**src/rtl/stopwatch_pkg.sv**
```systemverilog
// stopwatch_pkg: state encoding and prescaler sizing helpers for the stopwatch controller
package stopwatch_pkg;
  typedef enum logic [1:0] {
    ST_IDLE    = 2'b00,
    ST_RUNNING = 2'b01,
    ST_PAUSED  = 2'b10,
    ST_LAP     = 2'b11
  } state_t;
  function automatic int div_of(input int clk_hz, input int tick_hz);
    return clk_hz / tick_hz;
  endfunction
  function automatic int presc_w(input int div);
    return $clog2(div);
  endfunction
endpackage

```
**src/rtl/stopwatch_ctrl_btn_edge.sv**
```systemverilog
// btn_edge: 2-flop synchronizer plus registered rising-edge detect producing a one-cycle press pulse
module btn_edge (
  input  logic clk,
  input  logic reset,
  input  logic btn,
  output logic pulse
);
  logic [2:0] sh;
  always_ff @(posedge clk or posedge reset)
    if (reset) begin
      sh    <= '0;
      pulse <= 1'b0;
    end else begin
      sh    <= {sh[1:0], btn};
      pulse <= sh[1] & ~sh[2];
    end
endmodule

```
**src/rtl/stopwatch_ctrl.sv**
```systemverilog
// stopwatch_ctrl: start/stop/lap/clear sequencer with tick prescaler.
// Define STOPWATCH_LAP_EN to enable the LAP state and display freeze.
module stopwatch_ctrl
  import stopwatch_pkg::*;
#(
  parameter int CLK_HZ  = 100_000_000,
  parameter int TICK_HZ = 100
) (
  input  logic       clk,
  input  logic       reset,
  input  logic       btn_start_stop,
  input  logic       btn_lap_clear,
  input  logic       at_max,
  output logic       count_en,
  output logic       count_clr,
  output logic       lap_load,
  output logic       disp_hold,
  output logic [1:0] state,
  output logic       running
);
  localparam int DIV = div_of(CLK_HZ, TICK_HZ);
  localparam int PW  = presc_w(DIV);
  localparam logic [PW-1:0] LAST = PW'(DIV - 1);
  state_t        st, nxt;
  logic [PW-1:0] presc, presc_n;
  logic          ss, lc, tick, active, clr_n;
  btn_edge u_ss (.clk(clk), .reset(reset), .btn(btn_start_stop), .pulse(ss));
  btn_edge u_lc (.clk(clk), .reset(reset), .btn(btn_lap_clear),  .pulse(lc));
  assign tick     = presc == LAST;
  assign active   = st == ST_RUNNING || st == ST_LAP;
  assign count_en = tick & active & ~at_max;
  assign running  = active;
  assign state    = st;
  // start_stop is tested first everywhere so a simultaneous lap_clear is dropped
  always_comb begin
    nxt   = st;
    clr_n = 1'b0;
    case (st)
      ST_IDLE:
        if (ss) nxt = ST_RUNNING;
        else if (lc) clr_n = 1'b1;
      ST_RUNNING:
        if (ss || (tick && at_max)) nxt = ST_PAUSED;
`ifdef STOPWATCH_LAP_EN
        else if (lc) nxt = ST_LAP;
      ST_LAP:
        if (ss || (tick && at_max)) nxt = ST_PAUSED;
        else if (lc) nxt = ST_RUNNING;
`endif
      ST_PAUSED:
        if (ss) nxt = at_max ? ST_PAUSED : ST_RUNNING;
        else if (lc) begin
          nxt   = ST_IDLE;
          clr_n = 1'b1;
        end
      default: nxt = ST_IDLE;
    endcase
    presc_n = (st == ST_IDLE || nxt == ST_IDLE) ? '0 :
              active ? (tick ? '0 : presc + 1'b1) : presc;
  end
  always_ff @(posedge clk or posedge reset)
    if (reset) begin
      st        <= ST_IDLE;
      presc     <= '0;
      count_clr <= 1'b0;
    end else begin
      st        <= nxt;
      presc     <= presc_n;
      count_clr <= clr_n;
    end
`ifdef STOPWATCH_LAP_EN
  assign disp_hold = st == ST_LAP;
  always_ff @(posedge clk or posedge reset)
    if (reset) lap_load <= 1'b0;
    else lap_load <= nxt == ST_LAP && st != ST_LAP;
`else
  assign disp_hold = 1'b0;
  assign lap_load  = 1'b0;
`endif
endmodule

```
**config.mk**
```make
export PLATFORM = sky130hd
export DESIGN_NAME = stopwatch_ctrl
export DESIGN_NICKNAME = d
export VERILOG_FILES = /design/src/rtl/stopwatch_pkg.sv /design/src/rtl/stopwatch_ctrl_btn_edge.sv /design/src/rtl/stopwatch_ctrl.sv
export SDC_FILE = /design/constraint.sdc
export NUM_CORES = 1
export LEC_CHECK = 0
export BUFFER_PORTS_ARGS = -buffer_cell sky130_fd_sc_hd__buf_2
export CAP_MARGIN = 20
export CORE_MARGIN = 8
export CORE_UTILIZATION = 55
export CTS_BUF_LIST = sky130_fd_sc_hd__clkbuf_4 sky130_fd_sc_hd__clkbuf_8
export DETAILED_ROUTE_END_ITERATION = 8
export PLACE_DENSITY = 0.74
export SLEW_MARGIN = 20
export SYNTH_ARGS = -nofsm -noshare
export SYNTH_HDL_FRONTEND = slang
export SYNTH_SLANG_ARGS = --single-unit
```
**constraint.sdc**
```tcl
create_clock -name clk -period 2.76 [get_ports clk]
set_input_delay 0.138 -clock clk [delete_from_list [all_inputs] [get_ports clk]]
set_output_delay 0.138 -clock clk [all_outputs]
set_load 0.005 [all_outputs]
```
## Word level (Yosys, flattened, before mapping)

Cells that the tools add are included.

- Register bits: 31
- Bits in latches: 0
- RAM bits: 0
- Memory bits (read-only): 0
- Input port bits: 5
- Output and inout port bits: 7
- Logic and storage cells: 39
- Memories kept: 0

- $add $sub $neg: 1
- Multiply operators: 0
- Divide/modulo/power cells: 0
- $lt $le $gt $ge: 0
- Equal/unequal tests: 4
- Shift operators: 0
- Multiplexer cells: 12
- Bitwise logic cells: 7
- Reductions and logical operators: 8

Operators by type and width:

| operator | number |
|---|---|
| $mux W20 | 3 |
| $add A20 B1 Y20 const B | 1 |
| $eq A20 B20 Y1 const B | 1 |
| $mux W2 | 5 |
| $pmux W2 S3 | 1 |
| $and A1 B1 Y1 | 4 |
| $eq A2 B2 Y1 const B | 2 |
| $logic_not A2 Y1 | 2 |
| $logic_or A1 B1 Y1 | 3 |
| $mux W1 | 3 |
| $not A1 Y1 | 3 |
| $eq A2 B1 Y1 const B | 1 |
| $reduce_bool A2 Y1 | 1 |
| $reduce_or A2 Y1 | 1 |
| $logic_and A1 B1 Y1 | 1 |

## Longest topological paths before layout

- Depth after elaboration: 8
- Gate-level depth with buffers: 7
- Depth with buffers taken out: 6

## By module

Synthesis repeated with hierarchy kept, for this count alone.

- Cell total of the unflattened synthesis: 159
- Area total of the unflattened synthesis: 1536.5 µm²

By module, submodules not included:

| module | times used | cells each | area an instance (µm²) | sequential area each (µm²) |
|---|---|---|---|---|
| stopwatch_ctrl | 1 | 147 | 1301.2 | 575.6 |
| btn_edge | 2 | 6 | 117.6 | 100.1 |

## Least setup slack after synthesis

No wires, ideal clock.

- Path kind: flip-flop to flip-flop
- Start point: register presc[17]
- End point: register presc[14]
- Arrival time: 1.784 ns
- Slack: 0.851 ns
- Cell stages (with the launch flop): 7
- Buffers on the path: 1
- Period minus slack after synthesis: 1.909 ns
- Path through: dfrtp_1 -> nand3_1 -> or4b_4 -> o31a_1 -> buf_6 -> and2_0 -> mux2_2

- Word-level cells in the longest chain between the ends: 8
- Elaborated cells between the ends (all ways): 11

Ends and longest elaborated chain:

| element | line | RTL |
|---|---|---|
| from (decl) | stopwatch_ctrl.sv:25 | `logic [PW-1:0] presc, presc_n;` |
| from (signal assigned) | stopwatch_ctrl.sv:68 | `presc <= presc_n;` |
| $eq A20 B20 Y1 * | stopwatch_ctrl.sv:29 | `assign tick = presc == LAST;` |
| $logic_and A1 B1 Y1 | stopwatch_ctrl.sv:43 | `if (ss \|\| (tick && at_max)) nxt = ST_PAUSED;` |
| $logic_or A1 B1 Y1 | stopwatch_ctrl.sv:43 |  |
| $mux W2 | stopwatch_ctrl.sv:43 |  |
| $pmux W2 S3 | stopwatch_ctrl.sv:38 | `case (st)` |
| $logic_not A2 Y1 | stopwatch_ctrl.sv:58 | `presc_n = (st == ST_IDLE \|\| nxt == ST_IDLE) ? '0 :` |
| $logic_or A1 B1 Y1 | stopwatch_ctrl.sv:58 |  |
| $mux W20 / $reduce_bool A2 Y1 (equally long branches) | -- |  |

Mark *: on every way between the ends. The rest lies on a longest branch, timed or not. The select of a mux whose other input is x is not followed.
A chain may end at the register's enable or synchronous reset.

## Worst setup path after layout

- Start point: register presc[8]
- End point: register presc[17]

- Word-level cells in the longest chain between the ends: 8
- Elaborated cells between the ends (all ways): 12

Ends and longest elaborated chain:

| element |
|---|
| parallel branches: the longest is 8 deep, another holds $add A20 B1 Y20 |

Several ways; the timed one is not identified. The select of a mux whose other input is x is not followed.

==> impl_results.md <==
- First-pass iteration count of the detailed router: 4
- DP HPWL: 2.52 mm
- Clock power share: 0.230
- Clk_skew: 9.04 ps
- FF-to-FF Start: presc[8]
- Grt ovf: 0
- Commonest cells after routing, fill and taps aside: dfrtp_1, nand2_1, nand3_1, inv_1, buf_2
- R2R setup slack: 700 ps
- Ratio of cells with drive above 1 in the final layout: 0.132
- Crit path from: presc[8]
- VDD IR max: 0.566 mV
- Final Max Slew Viols: 0
- Worst-Skew Late Latency: 330 ps
- CTS Sinks: 31
- Commonest non-fill, non-tap cell in the layout: dfrtp_1
- First DRT Iteration DRCs: 107
- Seq/Total Area, Yosys: 0.480
- Placed insts: 209
- Final setup viols: 0
- Pleak: 0.759 nW
- Period utilization: 0.747
- Avg Cell Area, Syn: 9.24 µm²
- Fin nets: 194
- GRT Total Usage: 0.148
- Status: finished, final reports clean
- CP Data Arrival Time: 2280 ps
- Die width: 70.2 µm
- Top Ports: 12
- Combinational share of power: 0.310
- Starting Density: 0.581
- Post-synth ARST share: 1.00
- Non-Filler Instances: 220
- Max Cap Violations: 0
- Diode count: 0
- Critical path endpoint: presc[17]
- Fin Hold WS: 118 ps
- Die height: 70.2 µm
- Maximum clock frequency: 485 MHz
- DR DRC count: 0
- P_sw: 0.000417 W
- Worst-margin pin slew: 516 ps
- Net Sw Frac: 0.357
- Largest net degree at the start of global routing: 20
- Register bit total from synthesis: 31
- Root Driver: clkbuf_4
- Layout area overhead: 8.67%
- Routed WL: 3.49 mm
- Top FF cell, synth: dfrtp_1
- Critical path type: reg -> reg
- RSZ-0062 raised after global routing: no
- Crit Path Max Fanout: 9
- Setup TNS Final: 0 ps
- ANT nets after route: 0
- R2R depth: 5
- IO Port Bufs: 9
- Post-synth EDFFs: 0
- Critical Path RT: 2980 ps
- Post-cts repair resize count: 0
- Area of placed instances: 0.00167 mm²
- Longest Clk Path Bufs: 2
- CP Capture Type: flip-flop
- Post-Layout Inst Area: 0.00176 mm²
- Vias: 1349
- Rel. slew slack: 0.656
- DIE AREA: 0.00493 mm²
- FP Rows: 19
- CTS tree: done
- Post-synthesis cell type count: 39
- Tmin final: 2060 ps
- PwrDens: 666 mW/mm²
- Initial antenna violation count: 0
- CORE AREA: 0.00278 mm²
- FF-to-FF End: presc[17]
- Ys Warns: 0
- Sequential share of power: 0.460
- DR WL/cell: 15.9 µm
- GP Congestion: 0.859
- CP startpoint kind: flip-flop
- Power Internal: 0.000752 W
- Postcts setup bufs: 0
- First-pass GRT wire length: 6.00 mm
- CTS H-tree lvls: 2
- Detail-routed via count per cell: 6.13
- Clock-pin transition on the worst setup and hold timing paths: 90 ps
- CTS Buf Count: 5
- Cells after Synth: 175
- Vias in the first global route: 1313
- Cell Area, Synth: 0.00162 mm²
- Final hold vios: 0
- Worst hold path class: in -> reg
[state kept, by name, summed over array words and instances (netlist names)]
register / flops
presc: 20
u_lc.sh: 3
u_ss.sh: 3
state: 2
count_clr: 1
u_lc.pulse: 1
u_ss.pulse: 1
[synth_stat cells (2+ instances only)]
master / n / area [µm²]
dfrtp_1: 31 / 776
clkbuf_1: 6 / 22.5
and4_1: 2 / 17.5
a21o_1: 3 / 22.5
nor4_1: 6 / 37.5
nand2_1: 19 / 71.3
nand3_1: 14 / 70.1
a22o_1: 2 / 17.5
o21ai_1: 7 / 35.0
a211o_1: 2 / 17.5
nand4_1: 5 / 31.3
or4_1: 3 / 22.5
nor2_1: 7 / 26.3
o21ai_0: 3 / 15.0
nand2b_1: 4 / 25.0
buf_6: 2 / 22.5
o31ai_1: 4 / 30.0
nor2b_1: 4 / 25.0
nor3_1: 7 / 35.0
o211ai_1: 3 / 22.5
or3_1: 7 / 43.8
buf_4: 2 / 15.0
a21oi_1: 7 / 35.0
mux2i_1: 2 / 20.0
inv_1: 9 / 33.8
[critical path, cell delays in order, from the launching register on]
cell and delay [ps]:
dfrtp_1 500, nand4_1 210, or4_1 650, o31ai_1 260, nor2_1 60, a211o_1 270
[layout make-up]
| cell class | instances | area (µm²) |
|---|---|---|
| sequential | 31 | 776 |
| fill | 239 | 1020 |
| inverter | 9 | 33.8 |
| clock buffer | 7 | 52.6 |
| multi-input combinational | 125 | 746 |
| timing repair buffer | 16 | 105 |
| tap | 31 | 38.8 |
| clock inverter | 1 | 5.00 |
[power by group through the flow]
stage          clock network [W]  registers [W]  logic [W]
3_3_place_gp                   0       0.000543   0.000351
6_report                0.000269       0.000538   0.000363
5_1_grt                 0.000290       0.000544   0.000407
2_1_floorplan                  0       0.000537   0.000287
4_1_cts                 0.000276       0.000537   0.000363
3_5_place_dp                   0       0.000546   0.000356
[metrics by stage]
stage	setup slack (ps)	total power [W]	util
finish	697	0.00117	0.632
global route	541	0.00124	0.632
CTS	683	0.00117	0.632
detailed placement	731	0.000902	0.600
global placement	794	0.000894	0.600
floorplan	851	0.000824	-
[kinds of logic after synthesis]
logic type      share of synthesized area
buf+inv                            0.0611
other cells                       0.00232
simple gates                        0.271
fa+ha+maj                         0.00774
mux                                0.0193
flops                               0.480
compound gates                      0.153
xor+xnor                          0.00542
[per-layer routing]
| layer | share of wire | vias to the layer above | track usage | routed length [µm] |
|---|---|---|---|---|
| met4 | 0.0097 | 0 | 0.0513 | 34 |
| met2 | 0.47 | 46 | 0.232 | 1630 |
| li1 | - | 659 | - | - |
| met3 | 0.061 | 5 | 0.0565 | 214 |
| met1 | 0.46 | 639 | 0.179 | 1620 |
| met5 | 0 | - | 0 | 0 |
[worst min-delay path by stage]
stage,slack (ps),cells after the start,startpoint,endpoint
floorplan,170,0,btn_lap_clear,u_lc.sh[0]
global placement,180,2,reset,presc[8]
detailed placement,190,2,reset,presc[11]
CTS,100,3,at_max,state[1]
global route,140,3,at_max,state[1]
finish,120,3,at_max,state[1]
[what timing repair did]
| action | 4_1_cts | 5_1_grt |
|---|---|---|
| endpoints found under the hold margin | 14 | 0 |
| endpoints found under the setup margin | 0 | 0 |
| hold buffers | 3 | 0 |
No activity file was read; power rests on OpenSTA's default activity.
